## config.mk

```make
export PLATFORM = sky130hd
export DESIGN_NAME = rescale_ctrl_flat
export DESIGN_NICKNAME = d
export VERILOG_FILES = /design/src/rtl/rescale_ctrl_if.sv /design/src/rtl/rescale_ctrl.sv /design/src/flat_wrapper.sv
export SDC_FILE = /design/constraint.sdc
export NUM_CORES = 1
export LEC_CHECK = 0
export BUFFER_PORTS_ARGS = -buffer_cell sky130_fd_sc_hd__clkbuf_2
export CAP_MARGIN = 15
export CORE_ASPECT_RATIO = 1.2
export CORE_UTILIZATION = 61
export CTS_BUF_LIST = sky130_fd_sc_hd__clkbuf_4
export CTS_CLUSTER_DIAMETER = 50
export DETAILED_ROUTE_END_ITERATION = 10
export PLACE_DENSITY = 0.82
export RECOVER_POWER = 100
export SYNTH_ARGS = -nofsm -noshare
export SYNTH_HDL_FRONTEND = slang
export SYNTH_SLANG_ARGS = --single-unit
```

## constraint.sdc

```tcl
create_clock -name i_clock -period 5.1 [get_ports i_clock]
set_input_delay 0.255 -clock i_clock [delete_from_list [all_inputs] [get_ports i_clock]]
set_output_delay 0.255 -clock i_clock [all_outputs]
set_load 0.02 [all_outputs]
```

## src/rtl/rescale_ctrl_if.sv

```systemverilog
// ----------------------------------------------------------------------------
// rescale_ctrl_if
//
// Purpose: bundles the pixel input stream, frame buffer read port and the
// rescale datapath control outputs of rescale_ctrl into one connection.
//
// Signals:
//   i_valid      pixel strobe, only honoured while o_ready is high
//   i_pixel      signed convolution result (NB_PIXEL bits)
//   i_last       marks the final pixel of the frame (qualified by i_valid)
//   o_ready      high while the controller is scanning a frame
//   o_maxByte    latched signed frame maximum
//   o_minByte    latched signed frame minimum
//   o_endSignal  one-cycle pulse when o_maxByte/o_minByte update
//   o_flat       latched (max == min)
//   o_rd_en      frame buffer read enable
//   o_rd_addr    frame buffer read address (0 when not reading)
//   o_pix_valid  read enable delayed by the frame buffer latency
//   o_busy       high while latching, reading or draining
//   o_done       one-cycle pulse after the last valid output pixel
//
// Modports:
//   master  the producer / consumer side (drives i_*, observes o_*)
//   slave   the controller side (observes i_*, drives o_*)
// ----------------------------------------------------------------------------
interface rescale_ctrl_if #(
    parameter int NB_PIXEL = 19,
    parameter int NB_ADDR  = 12
);
    logic                       i_valid;
    logic signed [NB_PIXEL-1:0] i_pixel;
    logic                       i_last;
    logic                       o_ready;
    logic signed [NB_PIXEL-1:0] o_maxByte;
    logic signed [NB_PIXEL-1:0] o_minByte;
    logic                       o_endSignal;
    logic                       o_flat;
    logic                       o_rd_en;
    logic        [NB_ADDR-1:0]  o_rd_addr;
    logic                       o_pix_valid;
    logic                       o_busy;
    logic                       o_done;

    modport master (
        output i_valid,
        output i_pixel,
        output i_last,
        input  o_ready,
        input  o_maxByte,
        input  o_minByte,
        input  o_endSignal,
        input  o_flat,
        input  o_rd_en,
        input  o_rd_addr,
        input  o_pix_valid,
        input  o_busy,
        input  o_done
    );

    modport slave (
        input  i_valid,
        input  i_pixel,
        input  i_last,
        output o_ready,
        output o_maxByte,
        output o_minByte,
        output o_endSignal,
        output o_flat,
        output o_rd_en,
        output o_rd_addr,
        output o_pix_valid,
        output o_busy,
        output o_done
    );
endinterface

```

## src/rtl/rescale_ctrl.sv

```systemverilog
// ----------------------------------------------------------------------------
// rescale_ctrl
//
// Purpose: two-pass sequencer for the pixel rescaling datapath. The first
// pass scans a frame of signed convolution results and tracks the running
// signed minimum and maximum. At the end of the frame those extremes are
// latched for the rescale datapath (with a one-cycle end pulse). The second
// pass replays the frame from the external frame buffer with sequential read
// addresses and flags which datapath output cycles carry valid pixels.
//
// Parameters:
//   NB_PIXEL    signed pixel width
//   NB_ADDR     frame buffer address width
//   N_PIXELS    maximum frame length (<= 2**NB_ADDR)
//   RD_LATENCY  frame buffer read latency in cycles (>= 1)
//
// Ports:
//   i_clock  clock, rising edge
//   i_reset  asynchronous active-high reset
//   bus      rescale_ctrl_if.slave: pixel stream in, read port and
//            datapath controls out
// ----------------------------------------------------------------------------
module rescale_ctrl #(
    parameter int NB_PIXEL   = 19,
    parameter int NB_ADDR    = 12,
    parameter int N_PIXELS   = 4096,
    parameter int RD_LATENCY = 2
) (
    input  logic          i_clock,
    input  logic          i_reset,
    rescale_ctrl_if.slave bus
);

    // The pixel counter must be able to hold the full frame length, which can
    // be one more than the largest address.
    localparam int CNT_W = $clog2(N_PIXELS + 1);
    localparam int DRN_W = $clog2(RD_LATENCY + 1);

    localparam logic [CNT_W-1:0] LAST_IDX  = CNT_W'(N_PIXELS - 1);
    localparam logic [DRN_W-1:0] DRN_LAST  = DRN_W'(RD_LATENCY - 1);
    localparam logic [CNT_W-1:0] CNT_ONE   = CNT_W'(1);
    localparam logic [DRN_W-1:0] DRN_ONE   = DRN_W'(1);
    localparam logic [NB_ADDR-1:0] ADDR_ONE = NB_ADDR'(1);

    typedef enum logic [1:0] {
        ST_SCAN,
        ST_LATCH,
        ST_READ,
        ST_DRAIN
    } state_t;

    state_t                     state;
    logic                       first;
    logic signed [NB_PIXEL-1:0] run_min;
    logic signed [NB_PIXEL-1:0] run_max;
    logic signed [NB_PIXEL-1:0] nxt_min;
    logic signed [NB_PIXEL-1:0] nxt_max;
    logic        [CNT_W-1:0]    count;
    logic        [CNT_W-1:0]    len;
    logic        [DRN_W-1:0]    drain_cnt;
    logic        [RD_LATENCY-1:0] pv_pipe;

    logic                       ready_q;
    logic signed [NB_PIXEL-1:0] max_q;
    logic signed [NB_PIXEL-1:0] min_q;
    logic                       end_q;
    logic                       flat_q;
    logic                       rd_en_q;
    logic        [NB_ADDR-1:0]  rd_addr_q;
    logic                       busy_q;
    logic                       done_q;

    logic accept;
    logic frame_end;
    logic rd_last;

    // ready_q is only ever high in SCAN, so it doubles as the state qualifier
    // for incoming pixels.
    assign accept    = bus.i_valid & ready_q;
    assign frame_end = accept & (bus.i_last | (count == LAST_IDX));
    assign rd_last   = (CNT_W'(rd_addr_q) == (len - CNT_ONE));

    // Running extremes including the pixel currently on the input, so that
    // the final pixel of a frame is folded in before the values are latched.
    always_comb begin
        nxt_max = run_max;
        nxt_min = run_min;
        if (first) begin
            nxt_max = bus.i_pixel;
            nxt_min = bus.i_pixel;
        end else begin
            if (bus.i_pixel > run_max) begin
                nxt_max = bus.i_pixel;
            end
            if (bus.i_pixel < run_min) begin
                nxt_min = bus.i_pixel;
            end
        end
    end

    // Sequencer. The latched extremes and the end pulse are registered on the
    // edge that leaves SCAN, so they are visible for the whole LATCH cycle
    // together with o_endSignal, one cycle after the last accepted pixel.
    // DRAIN lasts RD_LATENCY cycles; o_done is registered on its final edge
    // and so appears one cycle after the last o_pix_valid.
    always_ff @(posedge i_clock or posedge i_reset) begin
        if (i_reset) begin
            state     <= ST_SCAN;
            first     <= 1'b1;
            run_min   <= '0;
            run_max   <= '0;
            count     <= '0;
            len       <= '0;
            drain_cnt <= '0;
            ready_q   <= 1'b1;
            max_q     <= '0;
            min_q     <= '0;
            end_q     <= 1'b0;
            flat_q    <= 1'b0;
            rd_en_q   <= 1'b0;
            rd_addr_q <= '0;
            busy_q    <= 1'b0;
            done_q    <= 1'b0;
        end else begin
            end_q  <= 1'b0;
            done_q <= 1'b0;
            case (state)
                ST_SCAN: begin
                    if (accept) begin
                        run_max <= nxt_max;
                        run_min <= nxt_min;
                        first   <= 1'b0;
                        count   <= count + CNT_ONE;
                        if (frame_end) begin
                            len     <= count + CNT_ONE;
                            max_q   <= nxt_max;
                            min_q   <= nxt_min;
                            flat_q  <= (nxt_max == nxt_min);
                            end_q   <= 1'b1;
                            ready_q <= 1'b0;
                            busy_q  <= 1'b1;
                            state   <= ST_LATCH;
                        end
                    end
                end
                ST_LATCH: begin
                    rd_en_q   <= 1'b1;
                    rd_addr_q <= '0;
                    state     <= ST_READ;
                end
                ST_READ: begin
                    if (rd_last) begin
                        rd_en_q   <= 1'b0;
                        rd_addr_q <= '0;
                        drain_cnt <= '0;
                        state     <= ST_DRAIN;
                    end else begin
                        rd_addr_q <= rd_addr_q + ADDR_ONE;
                    end
                end
                ST_DRAIN: begin
                    if (drain_cnt == DRN_LAST) begin
                        done_q  <= 1'b1;
                        ready_q <= 1'b1;
                        busy_q  <= 1'b0;
                        first   <= 1'b1;
                        count   <= '0;
                        state   <= ST_SCAN;
                    end else begin
                        drain_cnt <= drain_cnt + DRN_ONE;
                    end
                end
                default: begin
                    state <= ST_SCAN;
                end
            endcase
        end
    end

    // Delay line matching the frame buffer latency; its tail marks the cycles
    // in which read data reaches the datapath.
    always_ff @(posedge i_clock or posedge i_reset) begin
        if (i_reset) begin
            pv_pipe <= '0;
        end else begin
            pv_pipe[0] <= rd_en_q;
            for (int i = 1; i < RD_LATENCY; i++) begin
                pv_pipe[i] <= pv_pipe[i-1];
            end
        end
    end

    assign bus.o_ready     = ready_q;
    assign bus.o_maxByte   = max_q;
    assign bus.o_minByte   = min_q;
    assign bus.o_endSignal = end_q;
    assign bus.o_flat      = flat_q;
    assign bus.o_rd_en     = rd_en_q;
    assign bus.o_rd_addr   = rd_addr_q;
    assign bus.o_pix_valid = pv_pipe[RD_LATENCY-1];
    assign bus.o_busy      = busy_q;
    assign bus.o_done      = done_q;

endmodule

```

## src/flat_wrapper.sv

```systemverilog
// flat-port wrapper written by rule: the top's interface ports become plain ports
module rescale_ctrl_flat 
#(
    parameter int NB_PIXEL   = 19,
    parameter int NB_ADDR    = 12,
    parameter int N_PIXELS   = 4096,
    parameter int RD_LATENCY = 2
)
  (i_clock, i_reset, bus_i_valid, bus_i_pixel, bus_i_last, bus_o_ready, bus_o_maxByte, bus_o_minByte, bus_o_endSignal, bus_o_flat, bus_o_rd_en, bus_o_rd_addr, bus_o_pix_valid, bus_o_busy, bus_o_done);
  rescale_ctrl_if #(.NB_PIXEL(NB_PIXEL), .NB_ADDR(NB_ADDR)) bus_i ();
  input  logic i_clock;
  input  logic i_reset;
  input wire logic [$bits(bus_i.i_valid)-1:0] bus_i_valid;
  input wire logic [$bits(bus_i.i_pixel)-1:0] bus_i_pixel;
  input wire logic [$bits(bus_i.i_last)-1:0] bus_i_last;
  output wire logic [$bits(bus_i.o_ready)-1:0] bus_o_ready;
  output wire logic [$bits(bus_i.o_maxByte)-1:0] bus_o_maxByte;
  output wire logic [$bits(bus_i.o_minByte)-1:0] bus_o_minByte;
  output wire logic [$bits(bus_i.o_endSignal)-1:0] bus_o_endSignal;
  output wire logic [$bits(bus_i.o_flat)-1:0] bus_o_flat;
  output wire logic [$bits(bus_i.o_rd_en)-1:0] bus_o_rd_en;
  output wire logic [$bits(bus_i.o_rd_addr)-1:0] bus_o_rd_addr;
  output wire logic [$bits(bus_i.o_pix_valid)-1:0] bus_o_pix_valid;
  output wire logic [$bits(bus_i.o_busy)-1:0] bus_o_busy;
  output wire logic [$bits(bus_i.o_done)-1:0] bus_o_done;
  assign bus_i.i_valid = bus_i_valid;
  assign bus_i.i_pixel = bus_i_pixel;
  assign bus_i.i_last = bus_i_last;
  assign bus_o_ready = bus_i.o_ready;
  assign bus_o_maxByte = bus_i.o_maxByte;
  assign bus_o_minByte = bus_i.o_minByte;
  assign bus_o_endSignal = bus_i.o_endSignal;
  assign bus_o_flat = bus_i.o_flat;
  assign bus_o_rd_en = bus_i.o_rd_en;
  assign bus_o_rd_addr = bus_i.o_rd_addr;
  assign bus_o_pix_valid = bus_i.o_pix_valid;
  assign bus_o_busy = bus_i.o_busy;
  assign bus_o_done = bus_i.o_done;
  rescale_ctrl #(.NB_PIXEL(NB_PIXEL), .NB_ADDR(NB_ADDR), .N_PIXELS(N_PIXELS), .RD_LATENCY(RD_LATENCY)) u_core (.i_clock(i_clock), .i_reset(i_reset), .bus(bus_i));
endmodule
```

After elaboration in Yosys (flattened, before gate mapping)

Cells that the tools add are included.

Add/subtract/negate cells: 4
Muxes and demuxes: 34
Bitwise logic cells: 3
$lt $le $gt $ge: 2
Eq/ne operators: 12
Reduce and logical (&&, ||, !) cells: 11

Operators with widths:

| kind                    | count |
|---|---|
| $mux W19                | 4 |
| $mux W13                | 2 |
| $pmux W13 S2            | 1 |
| $pmux W12 S2            | 1 |
| $eq A19 B19 Y1          | 1 |
| $gt A19 B19 Y1          | 1 |
| $lt A19 B19 Y1          | 1 |
| $add A13 B1 Y13 const B | 1 |
| $eq A12 B13 Y1          | 1 |
| $eq A13 B12 Y1 const B  | 1 |
| $mux W1                 | 13 |
| $sub A13 B1 Y13 const B | 1 |
| $add A12 B1 Y12 const B | 1 |
| $mux W12                | 1 |
| $mux W2                 | 6 |
| $reduce_and A3 Y1       | 3 |
| $ne A2 B1 Y1 const B    | 4 |
| $pmux W1 S2             | 4 |
| $pmux W2 S4             | 1 |
| $reduce_and A4 Y1       | 2 |
| $reduce_bool A2 Y1      | 3 |
| $eq A2 B1 Y1 const B    | 2 |
| $eq A2 B2 Y1 const B    | 2 |
| $pmux W2 S2             | 1 |
| other kinds (6)         | 8 |

Input bits: 23
Bits in registers: 127
Word-level logic and storage cells: 83
Output and inout bits: 57

Logic depth before layout (Yosys ltp)

Depth after elaboration: 6
Gate-level depth with buffers: 14
Gate-level depth less buffers: 12

Least setup slack after synthesis

No wires, ideal clock.

Path kind: register to register
Start point: register u_core.run_max[18]
End point: register u_core.flat_q (netlist: u_core.bus.o_flat)
Setup slack: 1816 ps
Buffers on the path: 2
Arrival time: 3188 ps
Required time: 5005 ps
Stages on the path, launching flop included: 14
Period minus slack after synthesis: 3284 ps
Setup time: 95 ps
Cells stage by stage: dfrtp_1 -> inv_1 -> ha_1 -> nand4_2 -> or4_1 -> o221a_1 -> a211o_1 -> buf_6 -> buf_6 -> nor3_2 -> o22ai_1 -> a2111oi_2 -> o2111ai_1 -> o31ai_1

Cells in the longest elaborated chain, start to end: 4

Ends and longest elaborated chain:

| what                   | line                | source |
|---|---|---|
| start, declared        | rescale_ctrl.sv:55  | `logic signed [NB_PIXEL-1:0] run_max;` |
| start signal, assigned | rescale_ctrl.sv:130 | `run_max <= nxt_max;` |
| $gt A19 B19 Y1         | rescale_ctrl.sv:92  | `if (bus.i_pixel > run_max) begin` |
| $mux W19 *             | rescale_ctrl.sv:92  |  |
| $mux W19 *             | rescale_ctrl.sv:88  | `if (first) begin` |
| $eq A19 B19 Y1 *       | rescale_ctrl.sv:138 | `flat_q <= (nxt_max == nxt_min);` |
| end signal, assigned   | rescale_ctrl.sv:138 |  |
| end, declared          | rescale_ctrl.sv:67  | `logic flat_q;` |

Mark *: on every way between the ends. The rest lies on a longest branch, timed or not.
A chain may end at the register's enable or synchronous reset.

Worst setup path after layout

Same ends and word-level chain as after synthesis.

==> impl_results.md <==
- Status: finished with violations
- Worst Hold Class: input port to flop
- Die width: 104 µm
- Cell leakage power: 0.00367 µW
- Clock sinks: 127
- Total CTS buffers: 17
- Largest net degree at the start of global routing: 77
- Fin. Hold Viols: 0
- Number of global-route vias before repair: roughly 6200
- CP top delay family: compound AO/OA/AOI/OAI gates
- Root Driver: clkbuf_4
- Critical path launch point type: flop
- Mapped Cells: just under 900
- Number of I/O port buffers: slightly below 80
- Synthesized area: 7580 µm²
- Synth async-reset ratio: 100%
- Worst path bufs/invs: 2
- EDFF count, synth: 0
- Synth-to-layout area growth: 8.45%
- Slew margin rel.: -126%
- Worst-path cell chain: inv_1 -> ha_1 -> nand4_1 -> or4_1 -> o221a_1 -> a211oi_1 -> buf_4 -> o21ai_0 -> o22ai_1 -> a2111oi_2 -> o2111ai_1 -> o31ai_1
- # IOs: 80
- Period utilization: 85.7%
- Most numerous cell in the Yosys netlist: nand2_1
- Detailed-route via count: around 6600
- Worst vdd ir: 0.326 mV
- Critical Path End Type: flop
- FF+latch count, synth: 127
- Synth warnings: 0
- Syn Area/Cell: 8.50 µm²
- Resized Gates After CTS: 0
- Vias per cell: 5.89
- Max-cap violation count: 4
- RD Place Congestion: between 0.9 and 1
- Netlist cell types: 65
- Syn nets: between 900 and 1000
- Antenna Violating Nets Remaining: 0
- DR pass1 iterations: 5
- Fraction of final layout cells with drive strength greater than 1: around 7.7%
- Detailed Route WL: 18500 µm
- Worst path max stage delay: 1.25 ns
- Overall Global Routing Usage: 30.5%
- Total gr overflow: 0
- Max Clock Freq: 229 MHz
- Worst-path fanout max: 16
- First-pass GRT wire length: 30500 µm
- Tmin final: about 4.4 ns
- Final setup violation count: 0
- Worst path required time: roughly 5.5 ns
- Failing checks: capacitance limit, slew limit
- Die Area: 12900 µm²
- Final Instance Area: 8220 µm²
- Clk Latency, worst-skew pair: roughly 0.55 ns
- Synth area leader: dfrtp_1
- Worst Path Class, Setup: flop to flop
- Core region area: between 10000 and 15000 µm²
- Pwr dens: 625 nW/µm²
- Layout Skew: between 0.015 and 0.02 ns
- Initial core utilization: 62.6%
- DRC Markers: 0
- Row cnt: 44
- Synth top area share: 41.3%
- Clk slew on worst S/H paths: 0.13 ns
- TritonCTS clock tree: done
- Placed wire-length estimate: roughly 14000 µm
- Initial antenna violation count: 1
- Slowest cell on the critical path: a211oi_1
- Placed cell areas: 8050 µm²
- Die Span Y: 124 µm
- RSZ-0062 raised after global routing: false
- Synth top area cells: dfrtp_1 41%, o21ai_0 8.2%, ha_1 7.3%, nand2_1 6.6%, a21oi_1 3.6%
- H-tree Lvls: 4
- Worst Tran Pin Value: 3.36 ns
- Critical path data arrival time: 4.79 ns
- Synth cell count leaders: 133 x nand2_1, 125 x dfrtp_1, 124 x o21ai_0
- Max-slew violations: 183
- # nets final: about 1000
- Post-synth top flop: dfrtp_1
- Initial DRC Count: 500
- Final Total Pwr: 5140 µW
- Clk buf depth: 2
- Post-synthesis sequential area ratio: a little over two fifths
- Setup_tns: 0 ns
- Drt wl/cell: 16.4 µm
[state kept, by name, summed over array words and instances (netlist names)]
signal / cells
u_core.run_min: 19
u_core.bus.o_ready: 1
u_core.bus.o_busy: 1
u_core.bus.o_minByte: 19
u_core.bus.o_maxByte: 19
u_core.run_max: 19
u_core.count: 13
u_core.bus.o_flat: 1
u_core.bus.o_done: 1
u_core.bus.o_rd_addr: 12
u_core.first: 1
u_core.drain_cnt: 2
u_core.len: 13
u_core.bus.o_endSignal: 1
u_core.state: 2
u_core.bus.o_rd_en: 1
u_core.pv_pipe: 2
[power breakdown]
part           internal [µW]  switching, µW  total [µW]
clock network            196            415         611
registers               1380            316        1700
logic                   1000           1830        2830
[placed cells by master (no fill, tap or decap), types with 7 or more instances in the layout]
cell type	n
nand2_1	133
dfrtp_1	125
o21ai_0	124
nor2_1	65
clkbuf_1	60
inv_1	55
a21oi_1	54
ha_1	44
xnor2_1	30
nor3_1	27
nand3_1	22
clkbuf_2	22
xor2_1	21
mux2i_1	18
clkbuf_4	17
and3_1	10
a31oi_1	10
nand4_1	10
nor2b_1	9
a211oi_1	7
[metrics by stage]
step / std cells / utilization (%) / hold WS (ns) / setup slack (ns)
2_1_floorplan: 892 / - / 0.331 / 1.46
3_3_place_gp: 1093 / 66.5 / 0.339 / 1.21
3_5_place_dp: 1093 / 66.5 / 0.340 / 1.06
4_1_cts: 1127 / 68.7 / 0.00370 / 1.07
5_1_grt: 1128 / 67.9 / 0.0121 / 0.411
6_report: 1128 / 67.9 / 0.0348 / 0.731
[routing by layer]
| metal | share of wire, % | global-route usage, % |
|---|---|---|
| met1 | 41 | 36.0 |
| met2 | 51 | 55.5 |
| met3 | 5.3 | 5.02 |
| met4 | 2.7 | 13.2 |
| met5 | 0 | 0 |
[cell families after synthesis]
group           Yosys count  share of synthesized area, %
simple gates            306                          18.3
fa+ha+maj                44                          7.26
flops                   127                          42.0
compound gates          238                          18.1
mux                      22                          2.97
buf+inv                 104                          5.50
xor+xnor                 51                          5.89
[worst reg2reg max path: stages, from the launching register on]
cell	delay, ns
dfrtp_1	0.43
inv_1	0.09
ha_1	0.35
nand4_1	0.20
or4_1	0.58
o221a_1	0.26
a211oi_1	1.25
buf_4	0.43
o21ai_0	0.11
o22ai_1	0.20
a2111oi_2	0.12
o2111ai_1	0.12
o31ai_1	0.11
[final cells by class]
| class | instances | area [µm²] |
|---|---|---|
| Multi-Input combinational cell | 661 | 3980 |
| Fill cell | 1072 | 3890 |
| Sequential cell | 127 | 3180 |
| Timing Repair Buffer | 90 | 400 |
| Inverter | 56 | 211 |
| Tap cell | 161 | 201 |
| Clock buffer | 17 | 128 |
| Clock inverter | 15 | 115 |
| Antenna cell | 1 | 2.50 |
[timing repair]
action	4_1_cts	5_1_grt
hold endpoints to repair	75	0
setup buffers	0	0
hold buffers	2	0
[final timing paths]
check | slack, ns | end | depth (start not counted) | from
worst max register to register | 0.73 | u_core.bus.o_flat | 12 | u_core.run_max[18]
worst min register to register | 0.37 | u_core.pv_pipe[1] | 0 | u_core.pv_pipe[0]
max in group asynchronous | 1.49 | u_core.bus.o_maxByte[13] | 4 | i_reset
worst min-delay path | 0.03 | u_core.run_max[0] | 2 | bus_i_pixel[0]
worst max-delay path | 0.73 | u_core.bus.o_flat | 12 | u_core.run_max[18]
min in group asynchronous | 1.21 | u_core.bus.o_rd_addr[5] | 3 | i_reset
Power figures use the tool's default switching activity.
